[config.mk]
export PLATFORM = sky130hd
export DESIGN_NAME = instr_decode
export DESIGN_NICKNAME = d
export VERILOG_FILES = /design/src/rtl/instr_decode.sv
export SDC_FILE = /design/constraint.sdc
export NUM_CORES = 1
export LEC_CHECK = 0
export ABC_AREA = 1
export CAP_MARGIN = 40
export CORE_ASPECT_RATIO = 0.75
export CORE_MARGIN = 2
export CORE_UTILIZATION = 29
export CTS_CLUSTER_DIAMETER = 100
export DETAILED_ROUTE_END_ITERATION = 12
export GPL_TIMING_DRIVEN = 0
export PLACE_DENSITY_LB_ADDON = 0.08
export RECOVER_POWER = 50
export SLEW_MARGIN = 20
export SYNTH_ARGS = -nofsm -noshare
export SYNTH_HDL_FRONTEND = slang
export SYNTH_SLANG_ARGS = --single-unit
[constraint.sdc]
create_clock -name Clk -period 1.5 [get_ports Clk]
set_input_delay 0.45 -clock Clk [delete_from_list [all_inputs] [get_ports Clk]]
set_output_delay 0.45 -clock Clk [all_outputs]
set_load 0.05 [all_outputs]
[src/rtl/instr_decode.sv]
// Single-stage instruction decoder feeding a register-file stage over a valid/ready handshake.
// Optional load-use interlock is enabled by defining LOAD_USE_INTERLOCK_EN.
module instr_decode #(
  localparam int unsigned INSTR_W = 9,
  localparam int unsigned REG_W   = 2,
  localparam int unsigned ALU_W   = 2
) (
  input  logic               Clk,
  input  logic               Reset,
  input  logic [INSTR_W-1:0] Instr,
  input  logic               InValid,
  output logic               InReady,
  input  logic               OutReady,
  output logic               OutValid,
  output logic [REG_W-1:0]   RaddrA,
  output logic [REG_W-1:0]   RaddrB,
  output logic [REG_W-1:0]   Waddr,
  output logic               WriteEn,
  output logic               MovEn,
  output logic               MemRead,
  output logic               MemWrite,
  output logic [ALU_W-1:0]   AluOp,
  output logic               Halted
);

  localparam int unsigned OP_W = 3;

  typedef enum logic [1:0] {
    ST_RUN    = 2'd0,
    ST_BUBBLE = 2'd1,
    ST_HALTED = 2'd2
  } state_t;

  typedef struct packed {
    logic [REG_W-1:0] waddr;
    logic [REG_W-1:0] raddr_a;
    logic [REG_W-1:0] raddr_b;
    logic             write_en;
    logic             mov_en;
    logic             mem_read;
    logic             mem_write;
    logic [ALU_W-1:0] alu_op;
  } ctrl_t;

  logic [OP_W-1:0]  op;
  logic [REG_W-1:0] fa;
  logic [REG_W-1:0] fb;
  logic [REG_W-1:0] fc;
  ctrl_t            dec;
  ctrl_t            ctrl_q;
  logic             out_valid_q;
  logic             halted_q;
  state_t           state_q;
  logic             hazard;
  logic             transfer;
  logic             is_halt;

  assign op = Instr[8:6];
  assign fa = Instr[5:4];
  assign fb = Instr[3:2];
  assign fc = Instr[1:0];
  assign is_halt = (op == 3'b111);

  // Decode table; every field defaults to zero.
  always_comb begin
    dec = '0;
    if (!op[2]) begin
      dec.waddr    = fa;
      dec.raddr_a  = fa;
      dec.raddr_b  = fb;
      dec.alu_op   = op[1:0];
      dec.write_en = 1'b1;
    end else begin
      case (op[1:0])
        2'b00: begin
          dec.waddr   = fa;
          dec.raddr_a = fb;
          dec.raddr_b = fc;
          dec.mov_en  = 1'b1;
        end
        2'b01: begin
          dec.waddr    = fa;
          dec.raddr_a  = fb;
          dec.write_en = 1'b1;
          dec.mem_read = 1'b1;
        end
        2'b10: begin
          dec.raddr_a   = fa;
          dec.raddr_b   = fb;
          dec.mem_write = 1'b1;
        end
        default: dec = '0;
      endcase
    end
  end

`ifdef LOAD_USE_INTERLOCK_EN
  logic use_fa;
  logic use_fb;

  // fa is a source for ALU and ST; fb for ALU, LD and ST.
  assign use_fa = !op[2] || (op == 3'b110);
  assign use_fb = !op[2] || (op == 3'b101) || (op == 3'b110);
  assign hazard = out_valid_q && ctrl_q.mem_read && OutReady && InValid &&
                  ((use_fa && (fa == ctrl_q.waddr)) || (use_fb && (fb == ctrl_q.waddr)));
`else
  assign hazard = 1'b0;
`endif

  assign InReady  = (state_q != ST_HALTED) && (!out_valid_q || OutReady) && !hazard;
  assign transfer = InValid && InReady;

  // Output pipeline register and control state.
  always_ff @(posedge Clk or negedge Reset) begin
    if (!Reset) begin
      state_q     <= ST_RUN;
      out_valid_q <= 1'b0;
      halted_q    <= 1'b0;
      ctrl_q      <= '0;
    end else begin
      if (transfer) begin
        ctrl_q      <= dec;
        out_valid_q <= 1'b1;
      end else if (OutReady) begin
        // Drained or bubbled: clear the bundle so enables read as zero when invalid.
        ctrl_q      <= '0;
        out_valid_q <= 1'b0;
      end

      case (state_q)
        ST_RUN: begin
          if (hazard)                    state_q <= ST_BUBBLE;
          else if (transfer && is_halt)  state_q <= ST_HALTED;
        end
        ST_BUBBLE: begin
          if (transfer && is_halt)       state_q <= ST_HALTED;
          else                           state_q <= ST_RUN;
        end
        ST_HALTED:                       state_q <= ST_HALTED;
        default:                         state_q <= ST_RUN;
      endcase

      if (transfer && is_halt) halted_q <= 1'b1;
    end
  end

  assign OutValid = out_valid_q;
  assign Waddr    = ctrl_q.waddr;
  assign RaddrA   = ctrl_q.raddr_a;
  assign RaddrB   = ctrl_q.raddr_b;
  assign WriteEn  = ctrl_q.write_en;
  assign MovEn    = ctrl_q.mov_en;
  assign MemRead  = ctrl_q.mem_read;
  assign MemWrite = ctrl_q.mem_write;
  assign AluOp    = ctrl_q.alu_op;
  assign Halted   = halted_q;

endmodule

==> results.md <==
- The number of hold buffers added after CTS is 0.
- The maximum number of pins on one net before global-route repair is 16.
- The most instantiated flip-flop cell in the synthesis netlist is dfrtp_1.
- The number of global-route vias before repair came to 623.
- During placement, the flow inserted port buffers numbering 26.
- Setup slack closes at 0.01834 ns.
- The number of endpoints with negative hold slack in the final report was 0.
- The required time of the worst setup path is 1.05 ns.
- The worst hold path belongs to the class input pin to register.
- Yosys attributes the largest share of cell area to dfrtp_1 (49%), nand2_1 (11%), nand3_1 (9.7%).
- The number of synthesized flops with an enable pin is 0.
- Setup violations remaining at the end of the flow were counted as 0.
- The post-synthesis cell count is 85.
- The number of clock buffers added by TritonCTS is 3.
- The total wirelength of the detailed-routed design is 1766 um.
- The timing-limited maximum frequency is 674.9 MHz.
- The arrival time of data at the critical path endpoint is 1.03 ns.
- The cell that appears most often on the critical path is nor2_4.
- The power per standard cell area is 702.0 nW/um^2.
- Setup repair after global routing could not meet its margin everywhere.
- After synthesis, the share of flip-flops with an asynchronous set or reset is 100.0%.
- The tightest slew margin relative to the limit is 52.48%.
- The root buffer cell chosen for the clock tree is clkbuf_4.
- The layout-stage area growth over the synthesis result is 33.39%.
- Hold is met by 0.4572 ns.
- The largest buffer count on any clock path is 2.
- The final clock period utilization by the worst path is 98.78%.
- The initial antenna violation count is 0.
- TritonCTS built the clock tree.
- Walking the worst path, the cells encountered are inv_2 > nor2_4 > nor2_4 > buf_8.
- The count of non-filler cells in the finished layout is 152.
- The cell count after placement is 147.
- STA classifies the critical path endpoint as an output pin.
- The worst-path cell with the longest stage delay is dfrtp_1.
- In this run the number of H-tree levels came out at 1.
- The half-perimeter wire length after placement is 1312 um.
- In this run the worst path has a maximum fanout of 2.
- The run finished with clean final reports.
- The kind of cell with the highest combined delay along the critical path is flip-flops.
- The leakage power summed over all cells is 0.5495 nW.
- The final critical-path required period is 1.482 ns.
- Of all cell types, the one taking the most synthesized area is dfrtp_1.
- The floorplan step defined a core boundary enclosing 2562 um^2.
- Yosys mapped the design onto 18 distinct sky130hd cell types.
- The clock skew after layout is 0.006044 ns.
- The critical path contains buffers and inverters numbering 2 combined.
- The die covers 3095 um^2.
- The total congestion overflow after global routing is 0.
- The fraction of layout cells with a size suffix above 1 is 31.03%.
- The count of routing violations after the opening detailed-route iteration is 8.
- In this design, the stage delay of the slowest critical-path cell is 0.41 ns.
- The clock transition at the registers of the reported paths is 0.09 ns.
- After synthesis, flip-flops and latches occupy 48.62% of the total area.
- The count of maximum capacitance violations is 0.
- In the routed design, unresolved DRC markers number 0.
- The critical path class is register to output pin.
- The number of antenna diodes in the final layout is 0.
- The total number of nets in the final design is 130.
- After detailed placement, the total cell area comes to 1085 um^2.
- The remaining antenna violation count is 0.
- The number of pins with negative max-slew slack in the final report was 0.
- The insertion delay of the later-clocked pin in the worst-skew pair is 0.29 ns.
- STA classifies the critical path startpoint as a register.
- Timing analysis after detailed placement gives a worst setup slack of -0.8375 ns.
- The number of ports placed on the die boundary is 28.
- The area fraction of the dominant cell type after synthesis is 48.62%.
- The global-route usage over all layers is 12.61%.
- The count of yosys warnings during synthesis is 0.
- The maximum vdd drop is 0.0003900 V.
- Using the TritonRoute via totals, the vias-per-cell ratio works out to 4.296.
- The mean instance size in the synthesized netlist is 9.082 um^2.
- The CTS sink count is 15.
- In this run the cell area of the synthesized design comes to 772.0 um^2.
- For this run, the detailed router's first-pass iteration total came to 4.
- The initial core utilization is 30.13%.
- The weighted congestion at the end of routability-driven global placement is 0.7528.
- The routed layout has 653 vias.
- The design draws 722.9 uW.
- The final instance area is 1030 um^2.
- The chip width is 63.58 um.
- The flip-flop and latch count after synthesis is 15.
- For the pin with the worst max-slew slack, the measured transition is 0.7104 ns.
- The vertical extent of the die is 48.68 um.
- The first global-routing pass estimated 2939 um of wire.
- Dividing the detail-routed wire length by the instance count gives 11.62 um.
- The final-layout fill cell count is 310.
- The number of nets handed over by synthesis was 98.
- Row generation in the floorplan step produced 16 rows.
[worst min-delay path, delay by kind of cell]
kind / cells / cell delay [ns]
buffers and inverters: 1 / 0.15
AND/OR/NAND/NOR: 1 / 0.07
AO/OA/AOI/OAI: 1 / 0.05
[layout by cell type (no fill, tap or decap)]
cell type | Yosys | layout
dlygate4sd3_1 | 0 | 2
clkbuf_4 | 0 | 3
nor2_4 | 0 | 2
buf_2 | 1 | 14
clkbuf_2 | 0 | 1
nand2_4 | 1 | 1
nand2_1 | 22 | 22
buf_4 | 1 | 2
nor2_1 | 3 | 1
o21ai_1 | 3 | 3
clkdlybuf4s15_2 | 0 | 1
inv_2 | 1 | 2
dfrtp_1 | 15 | 15
o21ai_0 | 2 | 3
buf_8 | 1 | 1
inv_1 | 6 | 5
nand3_1 | 15 | 18
buf_6 | 1 | 1
dlygate4sd2_1 | 0 | 1
nand3_2 | 4 | 2
clkdlybuf4s50_1 | 0 | 8
o21bai_2 | 1 | 1
clkbuf_1 | 0 | 1
a21oi_1 | 1 | 1
o21ai_2 | 6 | 5
[layout make-up]
| class | count | area (um^2) | share of cell area (%) |
|---|---|---|---|
| plain buffers | 4 | 22.52 | 2.187 |
| clock buffers | 4 | 26.28 | 2.552 |
| inverters | 7 | 26.28 | 2.552 |
| multi-input cells | 59 | 320.3 | 31.11 |
| flip-flops and latches | 15 | 375.4 | 36.45 |
| well taps | 36 | 45.04 | 4.374 |
| repair buffers | 27 | 214.0 | 20.78 |
[power breakdown]
part	total, mW	switching [mW]	internal (mW)	leakage, nW
Combinational	0.0811	0.0461	0.0350	0.330
Clock	0.238	0.134	0.103	0.0150
Sequential	0.404	0	0.404	0.204
Total	0.723	0.180	0.542	0.549
[worst paths after layout]
| kind | from | end | slack [ns] | cells past startpoint |
|---|---|---|---|---|
| max in group asynchronous | Reset | Waddr[1]$_DFFE_PN0P_ | 0.40 | 1 |
| setup / recovery | OutValid$_DFFE_PN0P_ | InReady | 0.02 | 4 |
| min in group asynchronous | Reset | RaddrB[1]$_DFFE_PN0P_ | 0.64 | 1 |
| hold reg to reg | Halted$_DFFE_PN0P_ | Halted$_DFFE_PN0P_ | 0.47 | 1 |
| setup reg to reg | OutValid$_DFFE_PN0P_ | MemWrite$_DFFE_PN0P_ | 0.15 | 6 |
| hold / removal | Instr[8] | MovEn$_DFFE_PN0P_ | 0.46 | 3 |
[stage by stage]
step / util [%] / setup TNS, ns
6_report: 40.19 / 0
3_5_place_dp: 42.33 / -3.332
4_1_cts: 43.90 / -0.07084
5_1_grt: 40.19 / -0.05426
2_1_floorplan: - / 0
3_3_place_gp: 42.33 / -3.278
[cell usage after synthesis, types with 2 or more instances]
master,count
nand2_1,22
dfrtp_1,15
nand3_1,15
inv_1,6
o21ai_2,6
nand3_2,4
nor2_1,3
o21ai_1,3
o21ai_0,2
[flip-flops by register name, indices dropped and copies added (netlist names)]
name      count
WriteEn       1
MemWrite      1
RaddrA        2
AluOp         2
state_q       1
MovEn         1
Waddr         2
MemRead       1
RaddrB        2
OutValid      1
Halted        1
[logic make-up (layout without fill, tap and decap cells)]
logic type	count (synthesis)	count (layout)	synth area share [%]
buf+inv	11	42	8.426
flops	15	15	48.62
simple gates	46	46	30.79
compound gates	13	13	12.15
[metal layers]
layer	global-route usage, %	wire length (um)	vias to the layer above
met2	17.19	720	20
met3	6.047	125	2
met4	3.261	12	0
met5	0	0	-
met1	17.72	908	292
li1	-	-	339
[timing repair]
action	CTS	global route
endpoints found under the setup margin	15	14
buffers inserted	0	1
pin swaps	1	0
resized for setup	53	30
No activity file was read; power rests on OpenSTA's default activity.
